## config.mk

```make
export PLATFORM = sky130hd
export DESIGN_NAME = relm_mul_pipe
export DESIGN_NICKNAME = d
export VERILOG_FILES = /design/src/rtl/relm_mul_pipe.sv
export SDC_FILE = /design/constraint.sdc
export NUM_CORES = 2
export LEC_CHECK = 0
export CELL_PAD_IN_SITES_DETAIL_PLACEMENT = 1
export CELL_PAD_IN_SITES_GLOBAL_PLACEMENT = 1
export CORE_MARGIN = 5
export CORE_UTILIZATION = 40
export DETAILED_ROUTE_END_ITERATION = 8
export DONT_BUFFER_PORTS = 1
export HOLD_SLACK_MARGIN = 0.1
export PLACE_DENSITY_LB_ADDON = 0.05
export RECOVER_POWER = 25
export SYNTH_ARGS = -nofsm -noshare
export SYNTH_HDL_FRONTEND = slang
export SYNTH_SLANG_ARGS = --single-unit
```

## constraint.sdc

```tcl
create_clock -name clk -period 24 [get_ports clk]
set_input_delay 4.8 -clock clk [delete_from_list [all_inputs] [get_ports clk]]
set_output_delay 4.8 -clock clk [all_outputs]
set_load 0.01 [all_outputs]
```

## src/rtl/relm_mul_pipe.sv

```systemverilog
// Three-stage pipelined WD x WD -> 2*WD multiplier for the divide datapath.
// Define RELM_MUL_SIGNED_EN to honour sgn_in (two's-complement products).
module relm_mul_pipe #(
  parameter int WD = 32
) (
  input  logic            clk,
  input  logic            rst,
  input  logic            valid_in,
  input  logic [WD-1:0]   a_in,
  input  logic [WD-1:0]   x_in,
  input  logic            sgn_in,
  input  logic            stall_in,
  output logic            valid_out,
  output logic [2*WD-1:0] ax_out
);

  localparam int HW = WD / 2;
  localparam int PW = 2 * WD;

  logic          v1;
  logic [WD-1:0] a1;
  logic [WD-1:0] x1;

  logic          v2;
  logic [WD-1:0] ll;
  logic [WD-1:0] lh;
  logic [WD-1:0] hl;
  logic [WD-1:0] hh;
  logic [WD-1:0] corr;

  logic [HW-1:0] ah;
  logic [HW-1:0] al;
  logic [HW-1:0] xh;
  logic [HW-1:0] xl;
  logic [PW-1:0] sum;

  function automatic logic [WD-1:0] half_mul(input logic [HW-1:0] p, input logic [HW-1:0] q);
    return {{HW{1'b0}}, p} * {{HW{1'b0}}, q};
  endfunction

  assign {ah, al} = a1;
  assign {xh, xl} = x1;

  always_ff @(posedge clk or posedge rst) begin
    if (rst) begin
      v1 <= 1'b0;
      a1 <= '0;
      x1 <= '0;
    end else if (!stall_in) begin
      v1 <= valid_in;
      a1 <= a_in;
      x1 <= x_in;
    end
  end

`ifdef RELM_MUL_SIGNED_EN
  logic          s1;
  logic [WD-1:0] corr_d;

  // Signed product = unsigned product minus (sign-weighted other operand) << WD.
  always_comb begin
    corr_d = '0;
    if (s1 && a1[WD-1]) corr_d = corr_d + x1;
    if (s1 && x1[WD-1]) corr_d = corr_d + a1;
  end

  always_ff @(posedge clk or posedge rst) begin
    if (rst) begin
      s1   <= 1'b0;
      corr <= '0;
    end else if (!stall_in) begin
      s1   <= sgn_in;
      corr <= corr_d;
    end
  end
`else
  logic unused_sgn;

  assign unused_sgn = sgn_in;
  assign corr       = '0;
`endif

  always_ff @(posedge clk or posedge rst) begin
    if (rst) begin
      v2 <= 1'b0;
      ll <= '0;
      lh <= '0;
      hl <= '0;
      hh <= '0;
    end else if (!stall_in) begin
      v2 <= v1;
      ll <= half_mul(al, xl);
      lh <= half_mul(al, xh);
      hl <= half_mul(ah, xl);
      hh <= half_mul(ah, xh);
    end
  end

  // Modulo 2^(2*WD) arithmetic gives the same low bits as a 2*WD+1 wide sum.
  always_comb begin
    sum = (PW'(hh) << WD) + ((PW'(lh) + PW'(hl)) << HW) + PW'(ll) - (PW'(corr) << WD);
  end

  always_ff @(posedge clk or posedge rst) begin
    if (rst) begin
      valid_out <= 1'b0;
      ax_out    <= '0;
    end else if (!stall_in) begin
      valid_out <= v2;
      ax_out    <= sum;
    end
  end

endmodule

```

==> results.py <==
metrics = {
    "placed_design": {
        "dp_hpwl_um": 106000,
        "port_buffers": 0,
        "dp.cells": 6453,
        "gp_congestion": 0.818,
    },
    "cells_and_area": {
        "nNetsFinal": 6297,
        "drive_gt1_share_pct": 5.66,
        "layout_common_cells": "911 x inv_1, 782 x nand2_1, 778 x fa_1",
        "fin_cells": 6533,
        "layout_commonest_cell": "inv_1",
        "area_growth_pct": 5.69,
    },
    "min_path": {
        "hold_class": "reg -> reg",
    },
    "sta": {
        "whs_ps": 486,
        "worst_pin_slew_ps": 4210,
        "maxSlewHeadroom_pct": -182,
        "finClkSkew_ps": 38.1,
        "fmax_mhz": 121,
        "fin_crit_sh_pct": 34.6,
        "finalCriticalPeriod_ps": 8300,
        "hold_viol": 0,
        "slew_violations": 90,
        "rsz0062_at_grt": "no",
        "finalSetupViolations": 0,
        "finalSetupTns_ps": 0,
    },
    "clock_network": {
        "cts_setup_buffers": 0,
        "clk_latency_ps": 620,
        "cts.sinks": 259,
        "h-tree-depth": 2,
        "ctsHoldBuffers": 0,
        "root_buffer": "clkbuf_16",
        "cts_tree": "built",
        "clkTransAtPathRegs_ps": 50,
        "cts.path.max_buffers": 3,
        "cts_resized": 0,
        "cts_made_buffers": 38,
    },
    "synthesis": {
        "async_flop_share_pct": 100,
        "syn-cell-area_um2": 46700,
        "synth_top_area_share_pct": 33.4,
        "synth_area_leaders": "fa_1 33%, dfrtp_1 14%, ha_1 13%",
        "synth.avg_cell_area_um2": 9.11,
        "synthCells": 5127,
        "ys.flop_type": "dfrtp_1",
        "yosysWarnings": 0,
        "ys_seq_area_share_pct": 13.9,
        "synth_top_cell_by_area": "fa_1",
        "syn_nets": 6455,
        "synth.distinct_cells": 79,
        "ys_ff_latch": 259,
        "synth_edf_count": 0,
    },
    "route": {
        "first_pass_iters": 5,
        "routed_wl_um": 140000,
        "ant_nets": 0,
        "drc_errors": 0,
        "wl_per_cell_um": 21.5,
        "num_vias": 34100,
        "via_per_inst": 5.22,
        "drt_iter0_markers": 1582,
    },
    "status": {
        "status": "finished, violations left",
        "failed_checks": "max-capacitance violations, max-slew violations",
    },
    "global_route": {
        "antenna_found_initial": 28,
        "grt_pass1_vias": 37700,
        "grt_max_degree": 406,
        "gr-total-overflow": 0,
        "grt_pass1_wl_um": 224000,
        "grt_usage_pct": 23.4,
    },
    "worst_setup_path": {
        "critPathLaunchType": "input pin",
        "critPathCaptureType": "async pin",
        "cp.arrival_ps": 8880,
        "critPathKind": "in -> async",
        "crit_path_max_fanout": 89,
        "crit_required_ps": 24580,
    },
    "die": {
        "pin_count": 134,
        "dieWidth_um": 352,
        "placementRows": 125,
        "die_area_um2": 124000,
        "die_h_um": 352,
        "initial_core_util_pct": 40.2,
        "core-area_um2": 116000,
    },
    "flow_run": {
        "maxCapViolCount": 1,
    },
}
cells by family after synthesis:
| family | share of synthesized area (%) |
|---|---|
| adder cells (fa/ha/maj) | 46.2 |
| flip-flops | 13.9 |
| AO/OA/AOI/OAI | 9.13 |
| AND/OR/NAND/NOR | 15.3 |
| buffers and inverters | 9.66 |
| XOR/XNOR | 3.13 |
| multiplexers | 2.62 |
layer usage:
metal	vias to the layer above	routed length [um]	global-route usage, %
met5	-	44	0
met4	8	2490	4.26
met2	512	64200	38.1
met3	124	5900	3.38
li1	15600	-	-
met1	17800	67500	33.5
cell usage after synthesis (all sizes together), types with 6 or more instances:
cell type  number
fa            778
a21oi         154
nand2         782
ha            481
a21boi          6
and3           17
a31oi          21
a211oi         36
nor2           77
nand2b         17
o21a           16
or2             6
o21bai         28
nor3b          12
xnor2          83
a21o           90
mux2          104
o21ai         219
inv           912
nand3          37
nand4          21
xor2           84
and4            6
dfrtp         259
and2          474
nor2b          14
clkbuf        254
o211ai         18
nor3           17
o31ai          16
layout make-up:
cell class / instances / area [um^2]
diodes: 10 / 25.0
clock buffers: 54 / 1080
clock inverters: 16 / 228
fillers: 13400 / 66700
inverters: 912 / 3420
multi-input cells: 3693 / 35700
flip-flops and latches: 259 / 6500
well taps: 1524 / 1910
repair buffers: 65 / 484
sequential cells by signal (all words and copies together) (netlist names):
register   cells
x1            32
ll            32
ax_out        64
hl            32
v1             1
a1            32
lh            32
valid_out      1
hh            32
v2             1
final timing paths:
| kind | from | endpoint | slack [ps] | cells past startpoint |
|---|---|---|---|---|
| max | rst | x1[20] | 15700 | 3 |
| min | ll[15] | ll[15] | 490 | 2 |
| max reg2reg | x1[18] | lh[20] | 15850 | 21 |
| min reg2reg | ll[15] | ll[15] | 490 | 2 |
| max in group clk | x1[18] | lh[20] | 15850 | 21 |
| min in group asynchronous | rst | ax_out[17] | 5330 | 1 |
critical path: stages:
cell        delay, ps
clkinvlp_2       2310
buf_4             930
buf_4             730
through the flow:
| step | instance area [um^2] | util, % | setup WS (ps) |
|---|---|---|---|
| CTS | 49300 | 42.5 | 16500 |
| global placement | 48000 | 41.4 | 16550 |
| floorplan | 46700 | - | 12070 |
| detailed placement | 48000 | 41.4 | 16470 |
| finish | 49400 | 42.5 | 15700 |
| global route | 49300 | 42.5 | 14770 |
Power is not shown: default switching activity piles up to over one toggle a cycle in this logic, so the estimate is an artifact.
